`config.mk`:
```
export PLATFORM = sky130hd
export DESIGN_NAME = deskew_collector
export DESIGN_NICKNAME = d
export VERILOG_FILES = /design/src/rtl/backprop_pkg.sv /design/src/rtl/lane_delay.sv /design/src/rtl/deskew_collector.sv
export SDC_FILE = /design/constraint.sdc
export NUM_CORES = 1
export LEC_CHECK = 0
export ABC_AREA = 1
export BUFFER_PORTS_ARGS = -buffer_cell sky130_fd_sc_hd__buf_4
export CORE_MARGIN = 2
export CORE_UTILIZATION = 35
export DETAILED_ROUTE_END_ITERATION = 7
export PLACE_DENSITY = 0.68
export SLEW_MARGIN = 20
export SYNTH_ARGS = -nofsm -noshare
export SYNTH_HDL_FRONTEND = slang
export SYNTH_SLANG_ARGS = --single-unit
export TNS_END_PERCENT = 1
```
`constraint.sdc`:
```
create_clock -name clk -period 5.36 [get_ports clk]
set_input_delay 1.608 -clock clk [delete_from_list [all_inputs] [get_ports clk]]
set_output_delay 1.608 -clock clk [all_outputs]
set_load 0.02 [all_outputs]
```
`src/rtl/backprop_pkg.sv`:
```
// backprop_pkg
// Shared helpers for the backprop systolic stack.
//   lane(vec, dw, n, k) : element k of an n-lane packed vector of dw-bit lanes.
//                         Lane 0 is the MSB slice, so this returns
//                         vec[dw*(n-k)-1 -: dw], zero-extended to MAX_LANE_W.
//   cnt_w(rows)         : width of a counter holding 0..rows-1 (at least 1).
package backprop_pkg;

  localparam int unsigned MAX_LANE_W = 64;
  localparam int unsigned MAX_VEC_W  = 1024;

  function automatic logic [MAX_LANE_W-1:0] lane(
    input logic [MAX_VEC_W-1:0] vec,
    input int unsigned          dw,
    input int unsigned          n,
    input int unsigned          k
  );
    logic [MAX_LANE_W-1:0] mask;
    mask = {MAX_LANE_W{1'b1}} >> (MAX_LANE_W - dw);
    // Lane k's LSB sits (n-1-k) lanes above bit 0.
    return MAX_LANE_W'(vec >> (dw * (n - 1 - k))) & mask;
  endfunction

  function automatic int cnt_w(input int rows);
    return (rows > 1) ? $clog2(rows) : 1;
  endfunction

endpackage

```
`src/rtl/lane_delay.sv`:
```
// lane_delay
// depth-stage shift register carrying {valid, data} for one lane.
// Every stage shifts on every clock; there is no enable.
// depth = 0 makes the block a plain wire.
// Ports:
//   clk, reset (async, active-high), clear (sync flush of all stages)
//   in_valid/in_data   : lane input
//   out_valid/out_data : lane input delayed by depth cycles
module lane_delay #(
  parameter int data_size = 16,
  parameter int depth     = 1
) (
  input  logic                 clk,
  input  logic                 reset,
  input  logic                 clear,
  input  logic                 in_valid,
  input  logic [data_size-1:0] in_data,
  output logic                 out_valid,
  output logic [data_size-1:0] out_data
);

  generate
    if (depth == 0) begin : g_pass
      logic w_unused;
      assign w_unused  = ^{clk, reset, clear};
      assign out_valid = in_valid;
      assign out_data  = in_data;
    end else begin : g_shift
      logic [data_size:0] r_stage [depth];

      always_ff @(posedge clk or posedge reset) begin
        if (reset) begin
          for (int i = 0; i < depth; i++) r_stage[i] <= '0;
        end else if (clear) begin
          for (int i = 0; i < depth; i++) r_stage[i] <= '0;
        end else begin
          r_stage[0] <= {in_valid, in_data};
          for (int i = 1; i < depth; i++) r_stage[i] <= r_stage[i-1];
        end
      end

      assign out_valid = r_stage[depth-1][data_size];
      assign out_data  = r_stage[depth-1][data_size-1:0];
    end
  endgenerate

endmodule

```
`src/rtl/deskew_collector.sv`:
```
// deskew_collector
// Realigns diagonally skewed per-lane results (lane k arrives k cycles after
// lane 0) into one parallel vector per row, counts rows into frames and
// flags rows whose lanes do not line up.
// Ports:
//   clk, reset (async, active-high), clear (sync flush)
//   in_valid[size]   : bit size-1-k is lane k's valid
//   in_data          : lane k at [data_size*(size-k)-1 -: data_size]
//   out_valid        : aligned row on out_data
//   out_data         : aligned row, same packing as in_data
//   frame_done       : pulse with the last row (row_index = rows-1) of a frame
//   row_index        : row number of the vector on out_data
//   misalign_err     : sticky, set when lanes arrive with mixed valids
module deskew_collector
  import backprop_pkg::*;
#(
  parameter int data_size = 16,
  parameter int size      = 3,
  parameter int rows      = 4
) (
  input  logic                        clk,
  input  logic                        reset,
  input  logic                        clear,
  input  logic [size-1:0]             in_valid,
  input  logic [data_size*size-1:0]   in_data,
  output logic                        out_valid,
  output logic [data_size*size-1:0]   out_data,
  output logic                        frame_done,
  output logic [cnt_w(rows)-1:0]      row_index,
  output logic                        misalign_err
);

  localparam int RW = cnt_w(rows);

  logic [size-1:0]           w_al_valid;
  logic [data_size-1:0]      w_al_data [size];
  logic [data_size*size-1:0] w_al_vec;
  logic                      w_all;
  logic                      w_any;

  logic                      r_out_valid;
  logic [data_size*size-1:0] r_out_data;
  logic                      r_frame_done;
  logic [RW-1:0]             r_row_index;
  logic [RW-1:0]             r_cnt;
  logic                      r_err;

  genvar gi;
  generate
    for (gi = 0; gi < size; gi++) begin : g_lane
      logic [data_size-1:0] w_lane_in;
      assign w_lane_in = data_size'(lane(MAX_VEC_W'(in_data), data_size, size, gi));

      // Early lanes wait longest so that all lanes of a row meet together.
      lane_delay #(
        .data_size (data_size),
        .depth     (size - 1 - gi)
      ) u_delay (
        .clk       (clk),
        .reset     (reset),
        .clear     (clear),
        .in_valid  (in_valid[size-1-gi]),
        .in_data   (w_lane_in),
        .out_valid (w_al_valid[gi]),
        .out_data  (w_al_data[gi])
      );

      assign w_al_vec[data_size*(size-gi)-1 -: data_size] = w_al_data[gi];
    end
  endgenerate

  assign w_all = &w_al_valid;
  assign w_any = |w_al_valid;

  always_ff @(posedge clk or posedge reset) begin
    if (reset) begin
      r_out_valid  <= 1'b0;
      r_out_data   <= '0;
      r_frame_done <= 1'b0;
      r_row_index  <= '0;
      r_cnt        <= '0;
      r_err        <= 1'b0;
    end else if (clear) begin
      // Clear beats a row completing on the same edge; out_data keeps its value.
      r_out_valid  <= 1'b0;
      r_frame_done <= 1'b0;
      r_cnt        <= '0;
      r_err        <= 1'b0;
    end else begin
      r_out_valid  <= w_all;
      r_frame_done <= w_all && (r_cnt == RW'(rows - 1));
      if (w_all) begin
        r_out_data  <= w_al_vec;
        r_row_index <= r_cnt;
        r_cnt       <= (r_cnt == RW'(rows - 1)) ? '0 : r_cnt + 1'b1;
      end
      // Mixed valids: the row is dropped and the error latches.
      if (w_any && !w_all) r_err <= 1'b1;
    end
  end

  assign out_valid    = r_out_valid;
  assign out_data     = r_out_data;
  assign frame_done   = r_frame_done;
  assign row_index    = r_row_index;
  assign misalign_err = r_err;

endmodule

```
==> impl_results.md <==
* CTS H-tree depth at 3
* Post-DP HPWL at 5130 um
* # DRC at 0
* Initial DRT Pass Iterations at 4
* Synth Register Bits at ~110
* Peak VDD IR at 121 uV
* Vias/cell at 4.28
* Post-CTS setup buffers at 0
* Endpoint class of the critical path: flop
* Grt total ovfl at 0
* Layout cells sized above 1 at 0.255
* Min-Delay Path Class: reg2reg
* Layout area overhead at 26.2%
* CTS max path bufs at 2
* Startpoint class of the critical path: primary input
* Max-cap check violation count at 0
* Setup_tns at 0 ns
* Worst-path cell chain: buf_4, nor2_8, nand2_4, nand2_1, nand2_1
* Starting Density at 0.362
* Remaining antenna violation count at 0
* DIE WIDTH at 110 um
* DR vias at 2762
* Commonest non-fill, non-tap cells in the layout: 108 x buf_4, 106 x nand2_1, 106 x dfrtp_1
* Synth Area per Inst at between 9 and 10 um^2
* Total Wirelength at 7720 um
* Vias in the first global route at 2802
* Final Net Count at 556
* Storage cell area at 2650 um^2
* Clk Latency, worst-skew pair at 0.36 ns
* I/O Buffers at 106
* Worst-Margin Slew at 0.734 ns
* Final worst-path cycle share at 0.574
* Crit Path Max Fanout at 53
* Final Hold Viols at 0
* WP data arrival at 3.33 ns
* Critical path class: in2reg
* Max stage delay on crit path at 0.62 ns
* Max_slew headroom at 0.511
* Core ar. at about 11000 um^2
* Status: completed
* Num ports at 107
* CTS tree: built
* Initial antenna violation count at 0
* Power per standard cell area at 308 nW/um^2
* All-Layer GR Usage at 0.136
* Die ar. at ~12000 um^2
* CTS resizes at 0
* Post-synthesis sequential area ratio at 0.673
* Fillers at 1066
* Avg WL per Cell at 12.0 um
* First-pass GRT wire length at 12700 um
* Cell variety after synth at 14
* Fmax at 325 MHz
* Root buf cell: clkbuf_8
* Syn Nets at 458
* Setup violations, final at 0
* CTS Hold Bufs at 0
* Area of the multi-input gates at 923 um^2
* DRT iter0 DRCs at 117
* FF-to-FF setup slack at 4.02 ns
* Clk sink count at approximately 110
* Reg clk slew, reported paths at about 0.1 ns
* Clk_skew at 0.00993 ns
* Row cnt at 38
* Slew Limit Fails at 0
* Synthesis Warnings at 0
* Num CTS Buffers at 9
* Pre-CTS WS at between 1.5 and 2 ns
* Min Tclk post-route at 3.08 ns
* Die H at between 100 and 150 um
* Largest net degree at the start of global routing at 86
* Synthesized area at 3940 um^2
* Antenna cell count at 0
* Most common cell on crit path: nand2_1
* RSZ-0062 raised after global routing: false
* Setup ws final at 2.28 ns
* CP max stage cell: nor2_8
* Worst Path Required at between 5 and 6 ns
* Placer Congestion at 0.761
* Pleak at 2.90 nW
* Commonest non-fill, non-tap cell in the layout: buf_4
* Synth Instances at 403
-- metrics by stage --
step	instance area, um^2	power (mW)	hold slack [ns]	util	cells
floorplan	3940	0.994	0.434	-	403
global placement	4780	1.09	0.438	0.439	630
detailed placement	4780	1.10	0.444	0.439	630
CTS	4970	1.56	0.467	0.456	646
global route	4970	1.62	0.494	0.456	646
finish	4970	1.53	0.464	0.456	646
-- Yosys cell counts, drive strengths merged --
library cell,count,area (um^2)
ha,1,12.5
nor2,54,219
clkbuf,5,18.8
nand2,107,409
inv,58,218
buf,16,126
nand3b,1,7.51
dfrtp,106,2650
nand3,55,275
-- power by group --
part | total [mW] | switching [mW] | internal, mW
clock network | 0.456 | 0.278 | 0.178
registers | 0.873 | 0.0236 | 0.849
logic | 0.203 | 0.117 | 0.0857
total | 1.53 | 0.419 | 1.11
-- cells by family (layout without fill, tap and decap cells) --
kind of cell	Yosys count	after routing	synth area share
and+or+nand+nor	217	217	0.231
buffers and inverters	79	182	0.0921
DFF	106	106	0.673
adders and majority gates	1	1	0.00318
-- critical path: cells and delay by family --
kind                   cells  cell delay [ns]
AND/OR/NAND/NOR            4             1.38
buffers and inverters      1             0.29
-- metal layers --
| layer | GRT usage | routed length, um | vias up |
|---|---|---|---|
| li1 | - | - | 1396 |
| met1 | 0.171 | 3300 | 1283 |
| met2 | 0.225 | 3860 | 76 |
| met3 | 0.0323 | 458 | 7 |
| met4 | 0.0542 | 102 | 0 |
| met5 | 0 | 0 | - |
-- final cells by class --
class	count	area share
flip-flops and latches	106	0.534
multi-input cells	218	0.186
repair buffers	108	0.163
inverters	58	0.0448
well taps	140	0.0352
clock buffers	9	0.0249
clock inverters	7	0.0123
-- state kept, by name, summed over array words and instances (netlist names) --
signal / count
out_data: 48
frame_done: 1
out_valid: 1
g_lane.u_delay.out_valid: 1
g_lane.u_delay.out_data: 16
r_cnt: 2
misalign_err: 1
row_index: 2
g_lane.u_delay.g_shift.r_stage: 34
-- final timing paths --
path	from	endpoint	cells after the start
max in group asynchronous	reset	out_data[22]	3
worst max register to register	g_lane[1].u_delay.g_shift.r_stage[16]	out_data[2]	5
worst min-delay path	g_lane[0].u_delay.g_shift.r_stage[33]	g_lane[0].u_delay.out_valid	2
worst max-delay path	clear	out_data[45]	5
worst min register to register	g_lane[0].u_delay.g_shift.r_stage[33]	g_lane[0].u_delay.out_valid	2
min in group asynchronous	reset	out_data[9]	2
Power figures use the tool's default switching activity.
